==> src/rtl/io_mmio_controller_pkg.sv <==
// io_mmio_controller_pkg: region tag, register offsets and status bit positions for the IO block.
package io_mmio_controller_pkg;
  localparam logic [1:0] IO_REGION    = 2'b10;
  localparam logic [7:0] IO_UART_CTRL = 8'h00;
  localparam logic [7:0] IO_UART_RX   = 8'h04;
  localparam logic [7:0] IO_UART_TX   = 8'h08;
  localparam logic [7:0] IO_CYC_CNT   = 8'h10;
  localparam logic [7:0] IO_INSTR_CNT = 8'h14;
  localparam logic [7:0] IO_CNT_RST   = 8'h18;
  localparam int ST_TX_READY = 0;
  localparam int ST_RX_VALID = 1;
  localparam int ST_TX_OVF   = 2;
  localparam int ST_RX_OVF   = 3;
endpackage

==> src/rtl/io_mmio_controller_fifo.sv <==
// io_fifo: synchronous FIFO with a combinational head; push is accepted at full when a pop shares the edge.
module io_fifo #(
  parameter int WIDTH = 8,
  parameter int DEPTH = 8
) (
  input  logic             clk,
  input  logic             rst,
  input  logic             push,
  input  logic             pop,
  input  logic [WIDTH-1:0] din,
  output logic [WIDTH-1:0] dout,
  output logic             full,
  output logic             empty
);
  localparam int AW = $clog2(DEPTH);
  logic [WIDTH-1:0] mem [DEPTH];
  logic [AW:0] wp, rp;
  logic do_push, do_pop;
  assign empty   = wp == rp;
  assign full    = (wp[AW] != rp[AW]) && (wp[AW-1:0] == rp[AW-1:0]);
  assign do_pop  = pop && !empty;
  assign do_push = push && (!full || do_pop);
  assign dout    = mem[rp[AW-1:0]];
  always_ff @(posedge clk or posedge rst)
    if (rst) begin
      wp <= '0;
      rp <= '0;
    end else begin
      wp <= wp + (AW+1)'(do_push);
      rp <= rp + (AW+1)'(do_pop);
    end
  always_ff @(posedge clk)
    if (do_push) mem[wp[AW-1:0]] <= din;
endmodule

==> src/rtl/io_mmio_controller.sv <==
// io_mmio_controller: MMIO decode, UART TX/RX buffering, cycle/instret counters, one-cycle registered reads.
module io_mmio_controller
  import io_mmio_controller_pkg::*;
#(
  parameter int TX_DEPTH = 8,
  parameter int RX_DEPTH = 8
) (
  input  logic        clk,
  input  logic        rst,
  input  logic        req_valid,
  input  logic        req_we,
  input  logic [31:0] req_addr,
  input  logic [31:0] req_wdata,
  output logic [31:0] rdata,
  input  logic        instr_retire,
  output logic [7:0]  uart_tx_data_in,
  output logic        uart_tx_data_in_valid,
  input  logic        uart_tx_data_in_ready,
  input  logic [7:0]  uart_rx_data_out,
  input  logic        uart_rx_data_out_valid,
  output logic        uart_rx_data_out_ready
);
  logic active, rd, wr, st_rd, cnt_clr;
  logic [7:0] off, rx_head;
  logic tx_full, tx_empty, rx_full, rx_empty;
  logic tx_push, tx_pop, rx_push, rx_pop;
  logic tx_ovf, rx_ovf;
  logic [31:0] cyc_cnt, instr_cnt, status, rd_val;
  logic unused;
  assign unused  = ^{req_addr[29:8], req_wdata[31:8]};
  assign active  = req_valid && (req_addr[31:30] == IO_REGION);
  assign off     = req_addr[7:0];
  assign rd      = active && !req_we;
  assign wr      = active && req_we;
  assign st_rd   = rd && (off == IO_UART_CTRL);
  assign cnt_clr = wr && (off == IO_CNT_RST);
  assign tx_push = wr && (off == IO_UART_TX);
  assign tx_pop  = uart_tx_data_in_valid && uart_tx_data_in_ready;
  assign rx_push = uart_rx_data_out_valid && uart_rx_data_out_ready;
  assign rx_pop  = rd && (off == IO_UART_RX) && !rx_empty;
  assign uart_tx_data_in_valid  = !tx_empty;
  assign uart_rx_data_out_ready = !rst;
  always_comb begin
    status = '0;
    status[ST_TX_READY] = !tx_full;
    status[ST_RX_VALID] = !rx_empty;
    status[ST_TX_OVF]   = tx_ovf;
    status[ST_RX_OVF]   = rx_ovf;
    rd_val = off == IO_UART_CTRL ? status :
             off == IO_UART_RX   ? {24'b0, rx_empty ? 8'h00 : rx_head} :
             off == IO_CYC_CNT   ? cyc_cnt :
             off == IO_INSTR_CNT ? instr_cnt : '0;
  end
  io_fifo #(.WIDTH(8), .DEPTH(TX_DEPTH)) u_tx (
    .clk(clk), .rst(rst), .push(tx_push), .pop(tx_pop), .din(req_wdata[7:0]),
    .dout(uart_tx_data_in), .full(tx_full), .empty(tx_empty)
  );
  io_fifo #(.WIDTH(8), .DEPTH(RX_DEPTH)) u_rx (
    .clk(clk), .rst(rst), .push(rx_push), .pop(rx_pop), .din(uart_rx_data_out),
    .dout(rx_head), .full(rx_full), .empty(rx_empty)
  );
  // Overflow only when the FIFO stays full across the edge; a set beats a same-edge status clear.
  always_ff @(posedge clk or posedge rst)
    if (rst) begin
      tx_ovf    <= 1'b0;
      rx_ovf    <= 1'b0;
      cyc_cnt   <= '0;
      instr_cnt <= '0;
      rdata     <= '0;
    end else begin
      tx_ovf    <= (tx_push && tx_full && !tx_pop) || (tx_ovf && !st_rd);
      rx_ovf    <= (rx_push && rx_full && !rx_pop) || (rx_ovf && !st_rd);
      cyc_cnt   <= cnt_clr ? '0 : cyc_cnt + 32'd1;
      instr_cnt <= cnt_clr ? '0 : instr_cnt + 32'(instr_retire);
      if (rd) rdata <= rd_val;
    end
endmodule

==> config.mk <==
export PLATFORM = sky130hd
export DESIGN_NAME = io_mmio_controller
export DESIGN_NICKNAME = d
export VERILOG_FILES = /design/src/rtl/io_mmio_controller_pkg.sv /design/src/rtl/io_mmio_controller_fifo.sv /design/src/rtl/io_mmio_controller.sv
export SDC_FILE = /design/constraint.sdc
export NUM_CORES = 1
export LEC_CHECK = 0
export BUFFER_PORTS_ARGS = -buffer_cell sky130_fd_sc_hd__buf_2
export CAP_MARGIN = 25
export CORE_MARGIN = 8
export CORE_UTILIZATION = 35
export CTS_CLUSTER_DIAMETER = 50
export DETAILED_ROUTE_END_ITERATION = 10
export GPL_TIMING_DRIVEN = 0
export PLACE_DENSITY = 0.6
export SLEW_MARGIN = 30
export SYNTH_ARGS = -nofsm -noshare
export SYNTH_HDL_FRONTEND = slang
export SYNTH_HIERARCHICAL = 1
export SYNTH_SLANG_ARGS = --single-unit
==> constraint.sdc <==
create_clock -name clk -period 4 [get_ports clk]
set_input_delay 0.8 -clock clk [delete_from_list [all_inputs] [get_ports clk]]
set_output_delay 0.8 -clock clk [all_outputs]
set_load 0.05 [all_outputs]
---- Word-level counts from Yosys, hierarchy flattened ----
Memory sizes are Yosys's and may differ from the RTL's.
Index checks and enable logic that the tools add are counted.
storage, ports and cells
  bits in registers ....................... 114
  memory bits (writable) .................. 128
  input port bits ......................... 79
  output and inout port bits .............. 42
  word-level logic and storage cells ...... 76
  memories ................................ 2
memory list
  name      depth  bits a word  rd ports  clocked after Yosys merged registers in  wr ports  RTL line                       source
  u_rx.mem  8      8            1         0                                        1         io_mmio_controller_fifo.sv:16  logic [WIDTH-1:0] mem [DEPTH];
  u_tx.mem  8      8            1         0                                        1         io_mmio_controller_fifo.sv:16
operators by class
  add/sub/neg operators ................... 6
  equal/unequal tests ..................... 12
  mux-type cells .......................... 11
  reduce and logical (&&, ||, !) cells .... 36
operators with widths
  kind                                                             number
  32-bit 2-to-1 mux                                                6
  32-bit by 1-bit adder with 32-bit output                         1
  32-bit by 1-bit adder with 32-bit output, second input constant  1
  8-bit by 5-bit == test with 1-bit output, second input constant  3
  1-bit logical AND                                                22
  4-bit by 1-bit adder with 4-bit output                           4
  1-bit logical NOT                                                9
  4-bit == test                                                    2
  8-bit by 3-bit == test with 1-bit output, second input constant  1
  8-bit by 4-bit == test with 1-bit output, second input constant  1
  8-bit logical NOT                                                1
  8-bit 2-to-1 mux                                                 1
  3-bit == test                                                    2
  1-bit logical OR                                                 4
  1-bit 2-to-1 mux                                                 4
  2-bit == test, second input constant                             1
  1-bit inequality test                                            2

---- Depth between registers and ports, before layout ----
  depth after elaboration ................. 10
  gate-level depth with buffers ........... 12
  depth with buffers taken out ............ 10

---- Modules after synthesis ----
The synthesis kept the hierarchy.
modules (own cells, without submodules)
  module              instances  cells an instance  area each (um2)  sequential area each (um2)
  io_fifo             2          144                2,977.9          2,122.0
  io_mmio_controller  1          543                5,118.7          2,452.4

---- Worst setup path before layout ----
Ideal clock, no wire load.
  path kind ............................... input -> output
  from .................................... in rst
  to ...................................... out uart_rx_data_out_ready
  arrival time ............................ 3.101 ns
  data required time ...................... 3.200 ns
  setup slack ............................. 0.099 ns
  cell stages on the path ................. 1
  path buffers ............................ 0
  cells stage by stage .................... inv_1
on the way
  word-level cells in the longest chain between the ends .. 1
RTL lines
  what                         RTL line                  source
  from (decl)                  io_mmio_controller.sv:9   input logic rst,
  1-bit logical NOT (no line)  -
  to (decl)                    io_mmio_controller.sv:21  output logic uart_rx_data_out_ready
No other way between the ends.

---- Worst setup path in the final report ----
  from .................................... reg u_rx.rp[1]
  to ...................................... mem u_rx.mem[1][7], enable pin
on the way
  word-level cells in the longest chain between the ends .. 8
  elaborated cells on any way between the ends .. 11
  those cells by class .................... eq/ne (2); mux (2); reduce/logical (7)
RTL lines
  what                                    RTL line                       source
  from (decl)                             io_mmio_controller_fifo.sv:17  logic [AW:0] wp, rp;
  from (signal assigned)                  io_mmio_controller_fifo.sv:30  rp <= rp + (AW+1)'(do_pop);
  4-bit == test                           io_mmio_controller_fifo.sv:19  assign empty = wp == rp;
  net rx_empty                            io_mmio_controller.sv:25       logic tx_full, tx_empty, rx_full, rx_empty;
  1-bit logical NOT                       io_mmio_controller.sv:40       assign rx_pop = rd && (off == IO_UART_RX) && !rx_empty;
  1-bit logical AND                       io_mmio_controller.sv:40
  net rx_pop                              io_mmio_controller.sv:26       logic tx_push, tx_pop, rx_push, rx_pop;
  1-bit logical AND                       io_mmio_controller_fifo.sv:21  assign do_pop = pop && !empty;
  1-bit logical OR                        io_mmio_controller_fifo.sv:22  assign do_push = push && (!full || do_pop);
  1-bit logical AND                       io_mmio_controller_fifo.sv:22
  1-bit 2-to-1 mux                        io_mmio_controller_fifo.sv:33  if (do_push) mem[wp[AW-1:0]] <= din;
  1-bit 2-to-1 mux (implied by the code)  io_mmio_controller_fifo.sv:33
  to (decl)                               io_mmio_controller_fifo.sv:16
The timed path passes the listed nets, and every way through them passes these cells.

==> impl_metrics.ini <==
[outcome]
status = completed

[routing]
avgViaCountPerCell = 5.33
first_pass_iters = 5
met2_length_um = 12900
met3_length_um = 1140
wl_per_cell_um = 19.5
via_count = 7282
wirelength_um = 26600
dr.max_layer_used = met4
wl_met1_um = 12000
ant_nets = 0
drt_iter0_markers = 548
drc = 0

[worst_setup_path]
arrival_ns = 3.70
rr_worst_depth = 9
worstPathRequired_ns = 4.17
end_kind = flip-flop
r2r-end = u_rx/mem[1][7]
startpoint_type = flip-flop
reg2reg_from = u_rx/rp[1]
worstSetupPathType = reg2reg
r2r_slack_ns = 0.47
crit_fanout = 10

[clock_network]
hold_buffers = 0
cts_root_buf = clkbuf_16
insertion_delay_ns = 0.57
htreeDepth = 1
ctsResizeCount = 0
cts.sinks = 242
cts_made_buffers = 30
cts_setup_buffers = 0
cts_tree = yes
clk_pin_slew_ns = 0.06
cts_buffer_depth = 3

[floorplan]
dieArea_mm2 = 0.0376
chipWidth_um = 194
design.core.area_mm2 = 0.0314
io_pins = 121
rows = 65
fp.dieH_um = 194
start_util_pct = 35.3

[place]
hpwl_um = 18500
port_buffers = 74
dpl.cell_count = 1309
gp_congestion = 0.779
post-place-ws_ns = -0.168

[finish]
area_delta_synth_final_pct = 18.0
nets = 1029
multi_input_area_mm2 = 0.00414
seq_area_mm2 = 0.00670
drive_above_1_share_pct = 20.9
fin_cells = 1365
fill_cells = 2911
diodes = 0

[timing]
finalHoldViolCount = 0
tightest_slew_ns = 0.844
min_period_ns = 3.53
maxSlewViolCount = 0
rsz0062_at_grt = false
worst_slack_ns = 0.467
slew_headroom_pct = 43.3
finalSetupViolCount = 0
min_period_over_period_pct = 88.3
fmax_mhz = 283
finClkSkew_ns = 0.0281

[logic_synthesis]
synth_nets = 921
seq_area_frac_synth_pct = 60.5
syn_avg_cell_area_um2 = 13.3
async_flop_share_pct = 47.1
netlist_area_mm2 = 0.0111
ys_seq_elements = 242
synth_edf_count = 128
synth_warnings = 6
ys_types = 51
ys.flop_type = edfxtp_1
netlist_instances = 831

[grt]
antenna_found_initial = 0
grt_pass1_vias = 7555
gr-total-overflow = 0
grt_pass1_wl_um = 42700
grt_start_max_net_pins = 67
track_usage_pct = 14.0

[power_and_ir_drop]
ir_drop_v = 0.000353
power_density_mw_per_mm2 = 537
power_w = 0.00702
power.leakage_nw = 5.02

[job]
cap_violations = 0

[min_path]
hp-class = in2async
[critical path, stage by stage, from the launching register on]
cell and delay [ns]:
dfrtp_1 0.39, buf_6 0.16, xor2_1 0.29, nor3_1 0.13
and2_1 0.20, nor2b_1 0.11, clkbuf_1 0.31, nor3b_1 0.26
clkinv_1 0.41, a2111oi_4 0.87
[state kept, by name, summed over array words and instances (netlist names)]
name,flops
u_rx/mem,64
u_tx/mem,64
cyc_cnt,32
instr_cnt,32
rdata,32
u_rx/rp,4
u_rx/wp,4
u_tx/rp,4
u_tx/wp,4
rx_ovf,1
tx_ovf,1
[power by group]
part	internal, W	switching, W
Sequential	0.00280	0.000149
Clock	0.00160	0.00110
Combinational	0.000535	0.000839
Total	0.00493	0.00209
[placed cells by master, fill, tap and decap left out, types with 14 or more instances in the layout]
| cell type | synthesis | final |
|---|---|---|
| a21oi_1 | 58 | 45 |
| mux2i_1 | 30 | 30 |
| nand3_1 | 32 | 32 |
| nand2_1 | 66 | 66 |
| dfrtp_1 | 114 | 114 |
| o21ai_0 | 41 | 41 |
| mux2_4 | 14 | 14 |
| nand4_1 | 23 | 23 |
| buf_2 | 8 | 82 |
| mux4_2 | 22 | 22 |
| xor2_1 | 23 | 23 |
| xnor2_1 | 16 | 16 |
| nor2b_1 | 15 | 15 |
| or4_1 | 26 | 26 |
| clkbuf_16 | 0 | 30 |
| nor2_1 | 34 | 34 |
| clkbuf_1 | 27 | 32 |
| edfxtp_1 | 128 | 128 |
| o31ai_1 | 30 | 30 |
[final cells by class]
class                   count  share of cell area, %
multi-input cells         528                   31.7
plain buffers              48                   1.99
well taps                 402                   3.85
repair buffers             76                   3.10
inverters                  13                  0.412
clock inverters            21                   1.81
clock buffers              35                   5.89
flip-flops and latches    242                   51.2
[metrics by stage]
stage / hold slack, ns / setup TNS, ns / cell area [µm²] / utilization (%)
6_report: 0.247 / 0 / 13100 / 41.6
5_1_grt: 0.275 / 0 / 13100 / 41.6
4_1_cts: 0.244 / 0 / 13000 / 41.6
3_5_place_dp: 0.470 / -4.79 / 12000 / 38.4
3_3_place_gp: 0.460 / -92.26 / 11900 / 38.1
2_1_floorplan: 0.465 / 0 / 11100 / -
[worst max path at each step]
| stage | from | to | slack (ns) | depth (start not counted) |
|---|---|---|---|---|
| 6_report | u_rx/rp[1] | u_rx/mem[1][7] | 0.47 | 9 |
| 5_1_grt | u_rx/wp[1] | u_rx/mem[1][7] | 0.26 | 9 |
| 3_5_place_dp | req_addr[5] | u_tx/mem[0][0] | -0.17 | 7 |
| 2_1_floorplan | rst | uart_rx_data_out_ready | 0.1 | 1 |
| 3_3_place_gp | rst | uart_rx_data_out_ready | -1.43 | 3 |
| 4_1_cts | req_addr[5] | u_tx/mem[4][4] | 0.43 | 7 |
[cells in the mapped netlist, types with 7 or more instances]
master	number	area share, %
dfrtp_1	114	26
xnor2_1	16	1.3
nor2b_1	15	0.85
nand3_1	32	1.4
o31ai_1	30	2.0
inv_1	11	0.37
nor4_1	7	0.40
or4_1	26	1.8
xor2_1	23	1.8
o21ai_0	41	1.9
edfxtp_1	128	35
clkbuf_1	27	0.92
a21oi_1	58	2.6
nor2_1	34	1.2
and3_1	9	0.51
nand2_1	66	2.2
buf_2	8	0.36
mux2i_1	30	2.7
mux4_2	22	4.5
ha_1	11	1.2
or3_1	11	0.62
and4_1	7	0.55
mux2_4	14	1.9
nand4_1	23	1.3
mux4_1	10	2.4
[routing by layer]
metal,vias to the layer above,global-route usage (%)
met1,3681,18.6
met5,-,0
li1,3403,-
met3,38,2.27
met4,0,3.76
met2,160,23.6
[cell families after synthesis]
family / share of synthesized area, %
and+or+nand+nor: 12.5
DFF: 60.5
AOI/OAI and AO/OA: 7.94
muxes: 11.7
buffers and inverters: 2.79
xor gates and xnor gates: 3.38
adders and majority gates: 1.24
Note: power is estimated with default switching activity, not from simulation.
